### src/rtl/ro_row_sequencer.sv
// Frame readout row sequencer: walks ROW_FIRST..ROW_LAST (modulo 2^ROW_W), handshaking each row
// with the row decoder and the column/ADC stage. Outputs are registered from the state being entered.
//   state      | meaning
//   IDLE       | no frame, all outputs low
//   REQ        | row request up, waiting for decoder done
//   TRIG       | one-cycle readout trigger
//   WAIT_RO    | waiting for column/ADC completion
//   RELEASE    | request dropped, waiting for decoder done to fall
//   GAP        | programmable inter-row gap
//   DONE       | one-cycle frame-done pulse
//   ABORT_WAIT | aborted, waiting for decoder done to fall
module ro_row_sequencer #(
    parameter int ROW_W = 10
) (
    input  logic             clk,
    input  logic             rst,
    input  logic             START,
    input  logic             ABORT,
    input  logic [ROW_W-1:0] ROW_FIRST,
    input  logic [ROW_W-1:0] ROW_LAST,
    input  logic [31:0]      T_ROW_GAP,
    output logic             SET_ROW_RO,
    output logic [ROW_W-1:0] ROWADD_RO,
    input  logic             SET_ROW_DONE_RO,
    output logic             RO_TRIG,
    input  logic             RO_DONE,
    output logic             FRAME_BUSY,
    output logic             FRAME_DONE
);

    localparam logic [2:0] S_IDLE       = 3'd0;
    localparam logic [2:0] S_REQ        = 3'd1;
    localparam logic [2:0] S_TRIG       = 3'd2;
    localparam logic [2:0] S_WAIT_RO    = 3'd3;
    localparam logic [2:0] S_RELEASE    = 3'd4;
    localparam logic [2:0] S_GAP        = 3'd5;
    localparam logic [2:0] S_DONE       = 3'd6;
    localparam logic [2:0] S_ABORT_WAIT = 3'd7;

    logic [2:0]       state, state_nxt;
    logic [ROW_W-1:0] row, row_nxt;
    logic [ROW_W-1:0] last_r, last_nxt;
    logic [31:0]      gap_cnt, gap_nxt;
    logic             abort_hit;

    assign abort_hit = ABORT && (state == S_REQ || state == S_TRIG || state == S_WAIT_RO ||
                                 state == S_RELEASE || state == S_GAP);

    always_comb begin
        state_nxt = state;
        row_nxt   = row;
        last_nxt  = last_r;
        gap_nxt   = gap_cnt;
        if (abort_hit) begin
            state_nxt = S_ABORT_WAIT;
        end else begin
            case (state)
                S_IDLE: begin
                    if (START) begin
                        row_nxt   = ROW_FIRST;
                        last_nxt  = ROW_LAST;
                        state_nxt = S_REQ;
                    end
                end
                S_REQ: begin
                    if (SET_ROW_DONE_RO) state_nxt = S_TRIG;
                end
                S_TRIG: state_nxt = S_WAIT_RO;
                S_WAIT_RO: begin
                    if (RO_DONE) state_nxt = S_RELEASE;
                end
                S_RELEASE: begin
                    // row advances only once the decoder has let go of the current row
                    if (!SET_ROW_DONE_RO) begin
                        if (row == last_r) begin
                            state_nxt = S_DONE;
                        end else begin
                            row_nxt   = row + 1'b1;
                            gap_nxt   = '0;
                            state_nxt = S_GAP;
                        end
                    end
                end
                S_GAP: begin
                    gap_nxt = gap_cnt + 32'd1;
                    if (gap_cnt >= T_ROW_GAP) state_nxt = S_REQ;
                end
                S_DONE: state_nxt = S_IDLE;
                S_ABORT_WAIT: begin
                    if (!SET_ROW_DONE_RO) state_nxt = S_IDLE;
                end
                default: state_nxt = S_IDLE;
            endcase
        end
    end

    always_ff @(posedge clk or posedge rst) begin
        if (rst) begin
            state      <= S_IDLE;
            row        <= '0;
            last_r     <= '0;
            gap_cnt    <= '0;
            SET_ROW_RO <= 1'b0;
            ROWADD_RO  <= '0;
            RO_TRIG    <= 1'b0;
            FRAME_BUSY <= 1'b0;
            FRAME_DONE <= 1'b0;
        end else begin
            state      <= state_nxt;
            row        <= row_nxt;
            last_r     <= last_nxt;
            gap_cnt    <= gap_nxt;
            SET_ROW_RO <= (state_nxt == S_REQ) || (state_nxt == S_TRIG) || (state_nxt == S_WAIT_RO);
            ROWADD_RO  <= (state_nxt == S_IDLE) ? '0 : row_nxt;
            RO_TRIG    <= (state_nxt == S_TRIG);
            FRAME_BUSY <= (state_nxt != S_IDLE);
            FRAME_DONE <= (state_nxt == S_DONE);
        end
    end

endmodule
### config.mk
export PLATFORM = sky130hd
export DESIGN_NAME = ro_row_sequencer
export DESIGN_NICKNAME = d
export VERILOG_FILES = /design/src/rtl/ro_row_sequencer.sv
export SDC_FILE = /design/constraint.sdc
export NUM_CORES = 1
export LEC_CHECK = 0
export ABC_AREA = 1
export BUFFER_PORTS_ARGS = -buffer_cell sky130_fd_sc_hd__buf_2
export CAP_MARGIN = 15
export CORE_UTILIZATION = 50
export DETAILED_ROUTE_END_ITERATION = 8
export GPL_ROUTABILITY_DRIVEN = 0
export PLACE_DENSITY_LB_ADDON = 0.2
export RECOVER_POWER = 25
export SLEW_MARGIN = 10
export SYNTH_ARGS = -nofsm -noshare
export SYNTH_HDL_FRONTEND = slang
export SYNTH_SLANG_ARGS = --single-unit
### constraint.sdc
create_clock -name clk -period 5.05 [get_ports clk]
set_clock_uncertainty 0.15 [all_clocks]
set_input_delay 0 -clock clk [delete_from_list [all_inputs] [get_ports clk]]
set_output_delay 0 -clock clk [all_outputs]
set_load 0.1 [all_outputs]
==> impl_metrics.toml <==
[die]
die_h_um = 101.4
start_util_pct = 52.45
core-area_um2 = 9415
row_count = 35
die_w_um = 101.4
pin_count = 72
dieArea_um2 = 10280

[route]
first_iter_violations = 307
drt_wl_total_mm = 12.16
avgRoutedWirePerCell_um = 13.28
final_antenna_net_count = 0
vias = 4865
post-route-drc-count = 0
viasPerCell = 5.311
first_pass_iters = 5

[timing]
fin_setup_tns_ns = 0
maxSlewHeadroom_pct = 22.15
worstMarginPinSlew_ns = 1.173
period_needed_ns = 2.602
hold_violations = 0
slew_viol_final = 0
rsz0062_at_grt = "false"
period_share_pct = 51.52
fin_hold_ws_ns = 0.02555
final-setup-viol-count = 0
clock.fmax_ghz = 0.3844

[grt]
grt_max_degree = 70
grt_overflow = 0
grt_usage_pct = 25.48
grt_pass1_wl_mm = 20.42
antenna_found_initial = 0
grt_pass1_vias = 4528

[power_and_ir_drop]
finalPower_w = 0.002753
leakage_nw = 2.864
ir_drop_v = 0.0005396
p_per_area_nw_per_um2 = 476.8

[clock_network]
cts.sinks = 69
clock_path_buffers = 2
clk_latency_ns = 0.36
ctsHoldBuffers = 21
cts_resized = 0
clkSlewWorstSetupHoldPaths_ns = 0.08
cts_setup_buffers = 0
htree_levels = 3
clockRootBuffer = "clkbuf_8"
cts_tree = "yes"
cts_buffers = 9

[hold_path]
min_path_type = "in -> reg"
holdPathStages = 6

[critical_path]
r2r_end = "ROWADD_RO[1]"
arrival_ns = 2.67
end_kind = "flop"
worstPathRequired_ns = 5.11
startpoint = "state[1]"
critical_path_class = "reg -> reg"
critPathCapture = "ROWADD_RO[1]"
reg2reg_from = "state[1]"
reg2reg_slack_ns = 2.45
crit_fanout = 19
worst-r2r-cell-count = 9
cp-start-kind = "flop"

[yosys]
ys_types = 40
synth_edf_count = 0
synth.area.top_cells = "dfrtp_1 (35%), nand2_1 (14%), ha_1 (8.6%), inv_1 (7.7%), nor2_1 (5.5%)"
syn-mean-instance-area_um2 = 7.126
synth.net_count = 785
yosys.area.top_type = "dfrtp_1"
synth_most_common_cell = "nand2_1"
synth-async-reset-ratio_pct = 100.0
yosys.area.top_type_share_pct = 34.96
seq_area_frac_synth_pct = 34.96
yosys_warnings = 0
syn_inst = 693
syn_area_um2 = 4938
ys_seq_elements = 69
synth_ff_type = "dfrtp_1"
yosys-top-cells-count = "nand2_1 (184), inv_1 (101), nor2_1 (73)"

[run_status]
status = "finished, final reports clean"

[place]
dpl.hpwl_mm = 9.008
portBuffers = 71

[final_layout]
area.growth.synth_to_final_pct = 16.92
antenna_cells = 0
fin_nets = 874
fillers = 873
drive_gt1_share_pct = 13.21

[flow_run]
max_cap_violations = 0
## flip-flops by register name, summed over array words and instances, names as in the netlist
| register | cells |
|---|---|
| FRAME_BUSY | 1 |
| FRAME_DONE | 1 |
| ROWADD_RO | 10 |
| RO_TRIG | 1 |
| SET_ROW_RO | 1 |
| gap_cnt | 32 |
| last_r | 10 |
| row | 10 |
| state | 3 |
## cell usage in the layout (no fill, tap or decap), types with 14 or more instances in the layout
master         count
dlygate4sd3_1     21
clkbuf_1          14
ha_1              34
buf_2             57
o21ai_0           20
a21oi_1           29
nand2_1          184
nand3_1           34
nor2_1            73
nor3_1            18
inv_1            101
nand4_1           23
o21ai_1           14
dfrtp_1           69
## critical path, stage by stage (launching register included)
cell,delay [ns]
dfrtp_1,0.45
inv_1,0.12
nand3_2,0.34
inv_1,0.31
nor3_1,0.26
nand3_1,0.10
clkinv_1,0.08
nand2_2,0.06
a21oi_2,0.49
nor2_1,0.11
## per-layer routing
layer | vias to the layer above | GRT usage [%] | part of all wire, %
met3 | 35 | 4.348 | 6.6
met2 | 196 | 40.29 | 45
met1 | 2202 | 34.88 | 46
met5 | - | 0 | 0
li1 | 2432 | - | -
met4 | 0 | 10.26 | 2.6
## power by group
part	total (W)	switching, W	internal, W
Combinational	0.00138	0.00107	0.000313
Sequential	0.000851	0.000139	0.000712
Clock	0.000521	0.000240	0.000281
## cell families (layout without fill, tap and decap cells)
kind of cell,after synthesis,count (layout),synth area share (%)
AO/OA/AOI/OAI,97,97,12.06
adder cells (fa/ha/maj),34,34,8.614
flip-flops,69,69,34.96
XOR/XNOR,16,16,2.838
buffers and inverters,125,219,10.54
AND/OR/NAND/NOR,352,352,30.99
## worst min-delay path by stage
| stage | start | to |
|---|---|---|
| CTS | RO_DONE | state[1] |
| floorplan | ROW_LAST[9] | last_r[9] |
| global route | SET_ROW_DONE_RO | state[1] |
| detailed placement | ROW_LAST[1] | last_r[1] |
| finish | RO_DONE | state[1] |
| global placement | ROW_LAST[0] | last_r[0] |
## metrics by stage
| stage | setup slack [ns] | util, % | cell area (um^2) | cells |
|---|---|---|---|---|
| 4_1_cts | 2.385 | 61.44 | 5784 | 915 |
| 3_5_place_dp | 2.410 | 56.84 | 5351 | 878 |
| 2_1_floorplan | 3.160 | - | 4938 | 693 |
| 6_report | 2.448 | 61.33 | 5774 | 916 |
| 5_1_grt | 2.233 | 61.33 | 5774 | 916 |
| 3_3_place_gp | 2.557 | 56.84 | 5351 | 878 |
## final cells by class
cell class	count	area, um^2	area share (%)
multi-input cells	499	2691	46.61
flip-flops and latches	69	1727	29.90
repair buffers	94	563.0	9.751
inverters	109	409.1	7.086
well taps	129	161.4	2.795
clock buffers	9	123.9	2.145
clock inverters	7	98.84	1.712
Note: power is estimated with default switching activity, not from simulation.
